==> config.mk <==
export PLATFORM = sky130hd
export DESIGN_NAME = mux2_arbiter
export DESIGN_NICKNAME = d
export VERILOG_FILES = /design/src/rtl/mux2_arb_pkg.sv /design/src/rtl/arb_pick2.sv /design/src/rtl/mux2_arbiter.sv
export SDC_FILE = /design/constraint.sdc
export NUM_CORES = 1
export LEC_CHECK = 0
export ABC_AREA = 1
export CORE_ASPECT_RATIO = 0.8
export CORE_MARGIN = 2
export CORE_UTILIZATION = 36
export CTS_CLUSTER_SIZE = 25
export DETAILED_ROUTE_END_ITERATION = 10
export PLACE_DENSITY = 0.84
export SLEW_MARGIN = 20
export SYNTH_ARGS = -nofsm -noshare
export SYNTH_HDL_FRONTEND = slang
export SYNTH_HIERARCHICAL = 1
export SYNTH_SLANG_ARGS = --single-unit
==> constraint.sdc <==
create_clock -name clk -period 1.8 [get_ports clk]
set_clock_uncertainty 0.1 [all_clocks]
set_input_delay 0.36 -clock clk [delete_from_list [all_inputs] [get_ports clk]]
set_output_delay 0.36 -clock clk [all_outputs]
set_load 0.005 [all_outputs]
==> src/rtl/mux2_arb_pkg.sv <==
// rtl/mux2_arb_pkg.sv - shared types and constants for the two-requester burst arbiter
package mux2_arb_pkg;

    typedef enum logic {
        IDLE = 1'b0,
        BUSY = 1'b1
    } arb_state_t;

    localparam logic SEL_REQ0 = 1'b0;
    localparam logic SEL_REQ1 = 1'b1;

    function automatic logic [1:0] sel_to_onehot(input logic idx);
        return idx ? 2'b10 : 2'b01;
    endfunction

endpackage

==> src/rtl/arb_pick2.sv <==
// rtl/arb_pick2.sv - combinational winner picker; MUX2_ARB_RR_EN selects round-robin tie-break
// over fixed priority (requester 0 wins ties, ptr ignored)
module arb_pick2
    import mux2_arb_pkg::*;
(
    input  logic [1:0] req,
    input  logic       ptr,
    output logic       winner
);

`ifdef MUX2_ARB_RR_EN
    // A lone requester wins outright; on a tie the pointer names the winner.
    always_comb begin
        winner = SEL_REQ0;
        if (req == 2'b11)
            winner = ptr;
        else if (req[1])
            winner = SEL_REQ1;
    end
`else
    logic ptr_unused;
    assign ptr_unused = ptr;

    always_comb begin
        winner = SEL_REQ0;
        if (req == 2'b10)
            winner = SEL_REQ1;
    end
`endif

endmodule

==> src/rtl/mux2_arbiter.sv <==
// rtl/mux2_arbiter.sv - burst-holding arbiter driving a shared 2:1 data mux
// MUX2_ARB_RR_EN enables the round-robin pointer; without it ties go to requester 0
module mux2_arbiter
    import mux2_arb_pkg::*;
#(
    parameter int DW        = 8,
    parameter int MAX_BEATS = 16
) (
    input  logic          clk,
    input  logic          rst,
    input  logic [1:0]    req,
    input  logic [1:0]    last,
    input  logic [DW-1:0] din0,
    input  logic [DW-1:0] din1,
    input  logic          ready_in,
    output logic [1:0]    gnt,
    output logic          sel,
    output logic [DW-1:0] dout,
    output logic          dout_valid,
    output logic [1:0]    ack
);

    localparam int CW = (MAX_BEATS > 1) ? $clog2(MAX_BEATS) : 1;
    localparam logic [CW-1:0] LAST_BEAT = CW'(MAX_BEATS - 1);

    arb_state_t    state;
    logic [CW-1:0] beat_cnt;
    logic          busy;
    logic          accept;
    logic          release_now;
    logic          pick_ptr;
    logic          winner;

`ifdef MUX2_ARB_RR_EN
    logic rr_ptr;
    assign pick_ptr = rr_ptr;
`else
    assign pick_ptr = SEL_REQ0;
`endif

    arb_pick2 u_pick (
        .req    (req),
        .ptr    (pick_ptr),
        .winner (winner)
    );

    assign busy        = (state == BUSY);
    assign dout        = sel ? din1 : din0;
    assign dout_valid  = busy & req[sel];
    assign accept      = dout_valid & ready_in;
    assign release_now = accept & (last[sel] | (beat_cnt == LAST_BEAT));

    // ack follows the granted slot and ready_in, even while that requester idles mid-burst.
    always_comb begin
        ack = 2'b00;
        if (busy & ready_in)
            ack[sel] = 1'b1;
    end

    always_ff @(posedge clk) begin
        if (rst) begin
            state    <= IDLE;
            gnt      <= 2'b00;
            sel      <= SEL_REQ0;
            beat_cnt <= '0;
`ifdef MUX2_ARB_RR_EN
            rr_ptr   <= SEL_REQ0;
`endif
        end else begin
            case (state)
                IDLE: begin
                    if (|req) begin
                        gnt      <= sel_to_onehot(winner);
                        sel      <= winner;
                        beat_cnt <= '0;
                        state    <= BUSY;
                    end else begin
                        gnt <= 2'b00;
                    end
                end
                BUSY: begin
                    if (release_now) begin
                        state <= IDLE;
                        gnt   <= 2'b00;
`ifdef MUX2_ARB_RR_EN
                        rr_ptr <= ~sel;
`endif
                    end else if (accept) begin
                        beat_cnt <= beat_cnt + CW'(1);
                    end
                end
                default: begin
                    state <= IDLE;
                    gnt   <= 2'b00;
                end
            endcase
        end
    end

endmodule
Word level (Yosys, flattened, before mapping) --
Cells that the tools add are included.
Word-level totals: bits in registers 8, logic and storage cells 43, input port bits 23
Operators by class: $lt $le $gt $ge 2, bitwise logic cells 6, $add $sub $neg 1, multiplexer cells 20, reduce and logical (&&, ||, !) cells 4, equality and inequality tests 6
Operators with widths (count):
- 4-bit two-way mux | 3
- 1-bit two-way mux | 8
- 2-bit two-way mux | 4
- 8-bit two-way mux | 1
- 4-bit one-hot mux with 2 select lines | 1
- 4-bit by 1-bit adder with 4-bit output (second input constant) | 1
- 1-bit bitwise AND | 4
- 4-bit == test (second input constant) | 1
- 2-bit by 1-bit != test with 1-bit output (second input constant) | 2
- 2-bit != test (second input constant) | 2
- 2-bit one-hot mux with 2 select lines | 1
- 3-bit AND reduction | 1
- 2-bit == test (second input constant) | 1
- 1-bit by 2-bit less-than comparator with 1-bit output (second input constant) | 1
- 1-bit one-hot mux with 2 select lines | 1
- 2-bit AND reduction | 1
- 2-bit OR reduction | 1
- 1-bit demux with 1-bit select | 1
- 1-bit >= comparator (second input constant) | 1
- 1-bit logical AND | 1
- 1-bit NOT | 1
- 1-bit OR | 1

Depth between registers and ports, before layout --
Gate-level depths: netlist (run 1).
depth after elaboration 7, gate-level depth with buffers 9, mapped depth without buffers 9

Modules after synthesis --
The synthesis (run 1) kept the hierarchy.
By module, submodules not included:
- mux2_arbiter | cells each 100, area each 590.6 um2, instances 1
- arb_pick2 | cells each 2, area each 10.0 um2, instances 1

Worst setup path before layout (run 1) --
No wires, ideal clock.
kind register to output, start reg sel, end out ack[1], path buffers 1, required time 1.340 ns, data arrival time 0.866 ns, slack 0.474 ns, stages on the path, launching flop included 4, path through dfxtp_1 -> inv_1 -> clkbuf_1 -> nor3_1
Between the ends: longest elaborated chain between the ends 5, elaborated cells on any way between the ends 6
RTL lines:
- from (decl) | line mux2_arbiter.sv:17 | output logic sel,
- from (signal assigned) | line mux2_arbiter.sv:74 | sel <= winner;
- 1-bit by 2-bit less-than comparator with 1-bit output (not written as such) / 1-bit >= comparator (equally long branches) | line mux2_arbiter.sv:57 | ack[sel] = 1'b1;
- 1-bit logical AND (not written as such) | line mux2_arbiter.sv:57
- 1-bit two-way mux (not written as such) | line mux2_arbiter.sv:57
- 1-bit demux with 1-bit select (*) | line mux2_arbiter.sv:57
- 2-bit two-way mux (*) | line mux2_arbiter.sv:56 | if (busy & ready_in)
- to (decl) | line mux2_arbiter.sv:20 | output logic [1:0] ack
Every way passes the cells marked *; elsewhere a longest branch is shown, timed or not.

Worst setup path in the final report (run 1) --
start reg sel, end out sel
No word-level cell between the ends.

==> results of run 1 <==
==> per-stage QoR <==
stage / instances / hold WS, ps / setup WS, ps / TNS (ps) / util
after global routing: 166 / 423 / 30.0 / 0 / 0.642
after detailed placement: 163 / 375 / -346 / -1470 / 0.637
after global placement: 163 / 377 / -331 / -1230 / 0.637
after floorplan: 101 / 329 / 474 / 0 / -
after CTS: 166 / 393 / 14.2 / 0 / 0.644
final: 166 / 399 / 79.7 / 0 / 0.642
==> placed cells by master (no fill, tap or decap), drive strengths merged, types with 3 or more instances in the layout <==
cell	count
buf	7
clkdlybuf4s50	23
dlygate4sd2	10
nand3	8
o21ai	3
clkbuf	5
a21oi	3
inv	14
dfxtp	8
nand2	40
nor2	16
==> worst max-delay path by stage <==
stage / endpoint / slack [ps]
after floorplan: ack[1] / 470
after global routing: sel / 30
after detailed placement: dout_valid / -350
after global placement: dout_valid / -330
after CTS: ack[0] / 10
final: sel / 80
==> power by group <==
part           leakage, nW  internal [W]  switching [W]  total (W)
clock network       0.0138     0.0000763      0.0000606   0.000137
registers           0.0661      0.000198      0.0000179   0.000216
logic                0.460      0.000141       0.000131   0.000272
total                0.539      0.000415       0.000210   0.000625
==> worst reg2reg max path: stages (launching register included) <==
cell and delay, ps:
dfxtp_1 380, ha_1 210, nand3_1 110, inv_1 70, nor2_1 60, o21ai_4 220, nand2_1 90, nand2_1 60
nor2_1 40
==> final cells by class <==
type / instances / area share
Inverter: 14 / 0.0513
Multi-Input combinational cell: 76 / 0.359
Clock buffer: 3 / 0.0220
Timing Repair Buffer: 43 / 0.384
Tap cell: 22 / 0.0269
Sequential cell: 8 / 0.156
==> routing by layer <==
| metal | global-route usage | wire length [um] | share of wire |
|---|---|---|---|
| met5 | 0 | 0 | 0 |
| met2 | 0.390 | 912 | 0.50 |
| met4 | 0.0347 | 9 | 0.0049 |
| met3 | 0.0299 | 60 | 0.033 |
| met1 | 0.230 | 851 | 0.46 |
==> sequential cells by signal, summed over array words and instances, names as in the netlist <==
register / count
beat_cnt: 4
busy: 1
gnt: 2
sel: 1
==> what timing repair did <==
| item | CTS | global route |
|---|---|---|
| endpoints found under the setup margin | 11 | 3 |
| setup buffers | 0 | 0 |
| hold buffers | 0 | 0 |
| pin swaps | 0 | 1 |
| gates cloned | 0 | 0 |
| endpoints found under the hold margin | 0 | 0 |
| gates resized for setup | 14 | 6 |
==> insert_results.sql, run 1 <==
INSERT INTO impl_metrics (metric_group, metric, value, unit) VALUES
('worst_setup_path', 'cp_capture_type', 'output port', ''),
('cells_and_area', 'post_route_cell_area', '1020', 'um2'),
('cells_and_area', 'layout-drive-gt1-share', '0.153', ''),
('min_path', 'worst_hold_path.num_cells', '2', ''),
('min_path', 'whs_endpoint', 'gnt[0]$_SDFFE_PP0P_', ''),
('yosys', 'synth.avg_cell_area', '5.91', 'um2'),
('power_and_ir_drop', 'power.density', '610', 'nW/um2'),
('power_and_ir_drop', 'power', '0.000625', 'W'),
('floorplanning', 'total_die_area', '2000', 'um2'),
('detailed_routing', 'drt_drc_violations_left', '0', ''),
('worst_setup_path', 'required', '1340', 'ps'),
('worst_setup_path', 'worst_ep_arrival_time', '1260', 'ps'),
('floorplanning', 'placement_rows', '13', ''),
('floorplanning', 'core_area', '1590', 'um2'),
('placed_design', 'postPlaceCellArea', '1010', 'um2'),
('worst_setup_path', 'reg2reg_to', 'beat_cnt[2]$_SDFFE_PP0P_', ''),
('cts', 'clockBufferDepth', '2', ''),
('cells_and_area', 'final.fill_count', '148', ''),
('global_routing', 'globalRouteTotalUtil', '0.195', ''),
('detailed_routing', 'sum_of_routed_wire_length_over_all_layers', '1830', 'um'),
('cts', 'cts_tree', 'built', ''),
('worst_setup_path', 'timing_startpoint_of_the_critical_path', 'sel$_SDFFE_PP0P_', ''),
('sta', 'unrepaired_setup_endpoints_after_global_routing', 'false', ''),
('cells_and_area', 'antenna-diode-count', '0', ''),
('floorplanning', 'die_width', '49.5', 'um'),
('worst_setup_path', 'crit-reg2reg-launch', 'beat_cnt[0]$_SDFFE_PP0P_', ''),
('sta', 'fmax', '0.581', 'GHz'),
('cells_and_area', 'area_delta_synth_final', '71.5', '%'),
('cts', 'clk_pin_slew_worst_paths', '50', 'ps'),
('worst_setup_path', 'critical_path.top_delay_family', 'buffers and inverters', ''),
('cts', 'clock-root-buffer', 'clkbuf_4', ''),
('floorplanning', 'chipHeight', '40.4', 'um'),
('outcome', 'outcome', 'completed', ''),
('worst_setup_path', 'worst-r2r-setup-slack', '370', 'ps'),
('detailed_routing', 'ant_nets', '0', ''),
('floorplanning', 'num_io_pins', '37', ''),
('cells_and_area', 'sequential_cell_area', '160', 'um2'),
('sta', 'worst-slew-pin-transition', '232', 'ps'),
('worst_setup_path', 'cp_num_cells', '2', ''),
('sta', 'final_min_period_over_clock_period', '0.956', ''),
('global_routing', 'grt_pass1_vias', '715', ''),
('power_and_ir_drop', 'power.static_leakage', '0.539', 'nW'),
('yosys', 'ys.warnings.count', '6', ''),
('sta', 'setup_viol', '0', ''),
('cells_and_area', 'nets', '170', ''),
('placed_design', 'gp_routability_congestion', '0.839', ''),
('yosys', 'synthesis.area', '597', 'um2'),
('min_path', 'hp-class', 'reg2reg', ''),
('placed_design', 'dpl.hpwl', '1440', 'um'),
('worst_setup_path', 'worstPathMaxFanout', '5', ''),
('worst_setup_path', 'worst-r2r-cell-count', '8', ''),
('cts', 'cts.sink_count', '8', ''),
('detailed_routing', 'drtIter0Drc', '22', ''),
('worst_setup_path', 'critical_path.cell_chain', 'buf_4 -> clkdlybuf4s50_1', ''),
('global_routing', 'grt_overflow', '0', ''),
('sta', 'max_slew_violation_count', '0', ''),
('cts', 'tritoncts.num_buffers', '3', ''),
('global_routing', 'grt_first_pass_wirelength', '2990', 'um'),
('sta', 'layout_min_cycle_time', '1720', 'ps'),
('yosys', 'syn-num-nets', '125', ''),
('global_routing', 'antenna_found_initial', '0', ''),
('worst_setup_path', 'highest_delay_cell_along_the_critical_path', 'clkdlybuf4s50_1', ''),
('power_and_ir_drop', 'vdd_drop_max', '0.320', 'mV'),
('min_path', 'hold_path.startpoint', 'gnt[0]$_SDFFE_PP0P_', ''),
('sta', 'worst_slew_margin_rel', '0.845', ''),
('cts', 'clock_latency', '250', 'ps'),
('detailed_routing', 'wl_cell', '11.0', 'um'),
('detailed_routing', 'first_pass_iters', '4', ''),
('detailed_routing', 'detailroute.via_count', '776', ''),
('cells_and_area', 'multi_input_area', '368', 'um2'),
('detailed_routing', 'route.detailed.vias_per_inst', '4.67', ''),
('cts', 'cts_htree_levels', '1', ''),
('floorplanning', 'initial_core_util', '0.374', ''),
('worst_setup_path', 'critPathKind', 'reg2out', ''),
('worst_setup_path', 'setup.worst_path.start_class', 'flop', ''),
('worst_setup_path', 'path_buf_inv', '2', ''),
('global_routing', 'grt_start_max_net_pins', '9', ''),
('worst_setup_path', 'cpPeakStageDelay', '490', 'ps'),
('sta', 'hold_viol', '0', ''),
('yosys', 'synthCells', '101', ''),
('placed_design', 'port-buffer-count', '36', ''),
('run', 'drv.max_cap_violation_count', '0', '');
Note: power is estimated with default switching activity, not from simulation.
==> run 2: changes to the inputs <==
--- a/config.mk
+++ b/config.mk
@@ -6,12 +6,14 @@
 export NUM_CORES = 1
 export LEC_CHECK = 0
 export ABC_AREA = 1
+export CELL_PAD_IN_SITES_DETAIL_PLACEMENT = 1
+export CELL_PAD_IN_SITES_GLOBAL_PLACEMENT = 1
 export CORE_ASPECT_RATIO = 0.8
 export CORE_MARGIN = 2
-export CORE_UTILIZATION = 36
+export CORE_UTILIZATION = 22
 export CTS_CLUSTER_SIZE = 25
 export DETAILED_ROUTE_END_ITERATION = 10
-export PLACE_DENSITY = 0.84
+export PLACE_DENSITY = 0.82
 export SLEW_MARGIN = 20
 export SYNTH_ARGS = -nofsm -noshare
 export SYNTH_HDL_FRONTEND = slang
==> run 2 against run 1 <==
Via count is 1.8% lower. Wire length is 21% higher. Critical path depth is 2 higher. Highest routed layer unchanged. Count of clock-buffer cells in the layout stayed put. Critical path type unchanged. Sequential cell count stayed put. Final cell count is 9.0% higher. First-iteration DRC count is 27% lower. Final area is 4.5% higher. Non-clock buffer count is 1 higher. Global-route usage is 4.6 points lower. Largest power group unchanged. Setup slack worse by 22 ps. Power is 3.6% higher.
==> insert_results.sql, run 2 (synthesis results as in run 1) <==
INSERT INTO impl_metrics (metric_group, metric, value, unit) VALUES
('worst_setup_path', 'worst-r2r-setup-slack', '310', 'ps'),
('cells_and_area', 'layout.cells.most_common', 'nand2_1', ''),
('global_routing', 'use_met3', '0.0179', ''),
('global_routing', 'grt_overflow', '0', ''),
('worst_setup_path', 'required', '1340', 'ps'),
('floorplanning', 'num_io_pins', '37', ''),
('cts', 'hold_buffers', '0', ''),
('cts', 'cts.sink_count', '8', ''),
('global_routing', 'grt_start_max_net_pins', '9', ''),
('cts', 'cts_htree_levels', '1', ''),
('power_and_ir_drop', 'vdd_drop_max', '0.168', 'mV'),
('power_and_ir_drop', 'power.static_leakage', '0.545', 'nW'),
('outcome', 'outcome', 'completed', ''),
('sta', 'final_min_period_over_clock_period', '0.968', ''),
('placed_design', 'postPlaceCellArea', '1040', 'um2'),
('floorplanning', 'initial_core_util', '0.238', ''),
('cells_and_area', 'layout_top_registers', 'beat_cnt: 4 flops, gnt: 2 flops', ''),
('min_path', 'worst_hold_path.num_cells', '2', ''),
('power_and_ir_drop', 'fraction_of_power_consumed_by_sequential_logic', '0.336', ''),
('cells_and_area', 'mostFrequentLayoutCells', '38 x nand2_1, 23 x clkdlybuf4s50_1, 13 x inv_1, 13 x nor2_1, 11 x dlygate4sd2_1', ''),
('cts', 'clock_latency', '260', 'ps'),
('cells_and_area', 'largest_reg_flops', '4', ''),
('power_and_ir_drop', 'p_comb_frac', '0.445', ''),
('floorplanning', 'total_die_area', '3150', 'um2'),
('cells_and_area', 'largest_register', 'beat_cnt', ''),
('detailed_routing', 'drtIter0Drc', '16', ''),
('detailed_routing', 'first_pass_iters', '4', ''),
('placed_design', 'dpl.hpwl', '1870', 'um'),
('worst_setup_path', 'worstPathMaxFanout', '3', ''),
('worst_setup_path', 'cp_capture_type', 'output port', ''),
('min_path', 'hold_path.startpoint', 'gnt[0]$_SDFFE_PP0P_', ''),
('power_and_ir_drop', 'reported_net_switching_power', '0.000223', 'W'),
('sta', 'worst_slew_margin_rel', '0.831', ''),
('detailed_routing', 'detailroute.via_count', '762', ''),
('sta', 'max_slew_violation_count', '0', ''),
('floorplanning', 'die_width', '62.2', 'um'),
('floorplanning', 'placement_rows', '16', ''),
('cts', 'cts_tree', 'built', ''),
('global_routing', 'grt_use_met2', '0.272', ''),
('detailed_routing', 'drt_drc_violations_left', '0', ''),
('cells_and_area', 'antenna-diode-count', '0', ''),
('global_routing', 'grt_pass1_vias', '839', ''),
('sta', 'worst-slew-pin-transition', '254', 'ps'),
('floorplanning', 'chipHeight', '50.6', 'um'),
('cts', 'clk_pin_slew_worst_paths', '60', 'ps'),
('worst_setup_path', 'capturing_element_of_the_worst_setup_path', 'ack[0]', ''),
('cells_and_area', 'nets', '171', ''),
('power_and_ir_drop', 'power.density', '605', 'nW/um2'),
('placed_design', 'port-buffer-count', '36', ''),
('sta', 'hold_viol', '0', ''),
('power_and_ir_drop', 'internal_power', '0.000424', 'W'),
('cts', 'clock-root-buffer', 'clkbuf_4', ''),
('worst_setup_path', 'crit-reg2reg-launch', 'beat_cnt[0]$_SDFFE_PP0P_', ''),
('detailed_routing', 'sum_of_routed_wire_length_over_all_layers', '2210', 'um'),
('power_and_ir_drop', 'power_switching_share', '0.344', ''),
('detailed_routing', 'route.detailed.vias_per_inst', '4.21', ''),
('global_routing', 'met1_global_route_usage', '0.185', ''),
('detailed_routing', 'ant_nets', '0', ''),
('cells_and_area', 'layout-drive-gt1-share', '0.159', ''),
('sta', 'layout_min_cycle_time', '1740', 'ps'),
('sta', 'setup_viol', '0', ''),
('detailed_routing', 'wl_cell', '12.2', 'um'),
('placed_design', 'gp_routability_congestion', '0.719', ''),
('global_routing', 'globalRouteTotalUtil', '0.149', ''),
('cells_and_area', 'finish.utilization', '0.428', ''),
('worst_setup_path', 'worst_ep_arrival_time', '1280', 'ps'),
('worst_setup_path', 'timing_startpoint_of_the_critical_path', 'sel$_SDFFE_PP0P_', ''),
('cts', 'clockBufferDepth', '2', ''),
('worst_setup_path', 'worst-r2r-cell-count', '8', ''),
('worst_setup_path', 'setup.worst_path.start_class', 'flop', ''),
('worst_setup_path', 'reg2reg_to', 'beat_cnt[2]$_SDFFE_PP0P_', ''),
('cts', 'tritoncts.num_buffers', '3', ''),
('cells_and_area', 'area_delta_synth_final', '79.2', '%'),
('sta', 'fmax', '0.574', 'GHz'),
('run', 'drv.max_cap_violation_count', '0', ''),
('global_routing', 'antenna_found_initial', '0', ''),
('cells_and_area', 'post_route_cell_area', '1070', 'um2'),
('sta', 'unrepaired_setup_endpoints_after_global_routing', 'false', ''),
('global_routing', 'grt_first_pass_wirelength', '3730', 'um'),
('min_path', 'hp-class', 'reg2reg', ''),
('power_and_ir_drop', 'power.share.clock', '0.218', ''),
('global_routing', 'routing_layer_with_the_top_usage_in_global_route', 'met2', ''),
('floorplanning', 'core_area', '2500', 'um2'),
('worst_setup_path', 'critPathKind', 'reg2out', '');
==> run 2: metal layers <==
layer  wire length (um)  share of wire
met1               1060           0.48
met2               1110           0.50
met3                 38          0.017
met4                  8         0.0036
met5                  0              0
==> run 2: cell type report <==
type | instances | area (um2)
inverter | 14 | 52.6
fill | 335 | 1430
clock buffer | 3 | 22.5
tap | 36 | 45.0
multi-input combinational | 76 | 370
timing repair buffer | 44 | 418
sequential | 8 | 161
==> run 2: stage by stage <==
stage               cells  setup WS [ps]  TNS, ps  power [W]  hold slack [ps]
CTS                   181           28.4        0   0.000649              402
global placement      177           -334    -1360   0.000506              384
finish                181           57.6        0   0.000647              396
floorplan             101            474        0   0.000355              329
detailed placement    177           -349    -1580   0.000523              395
global route          181           9.90        0   0.000697              439
==> run 2: critical path, stage by stage (launching register included) <==
cell and delay [ps]:
dfxtp_2 340, buf_6 130, buf_4 140, nor3_2 160
dlygate4sd2_1 250
==> run 2: how the worst min path moves through the flow <==
stage                                to  slack, ps
finish              gnt[0]$_SDFFE_PP0P_        400
global route        gnt[0]$_SDFFE_PP0P_        440
CTS                 gnt[0]$_SDFFE_PP0P_        400
detailed placement  gnt[0]$_SDFFE_PP0P_        400
global placement    gnt[1]$_SDFFE_PP0P_        380
floorplan           gnt[0]$_SDFFE_PP0P_        330
==> run 2: what timing repair did <==
item	CTS	global route
resized for setup	17	4
pin swaps	0	1
gates cloned	0	0
buffers inserted	1	0
setup endpoints to repair	12	2
endpoints found under the hold margin	0	0
==> run 2: power by group through the flow <==
stage	Combinational, W	Clock (W)	Sequential [W]
floorplan	0.000139	0	0.000216
global placement	0.000288	0	0.000218
detailed placement	0.000302	0	0.000220
CTS	0.000290	0.000142	0.000218
global route	0.000323	0.000153	0.000220
finish	0.000288	0.000141	0.000217
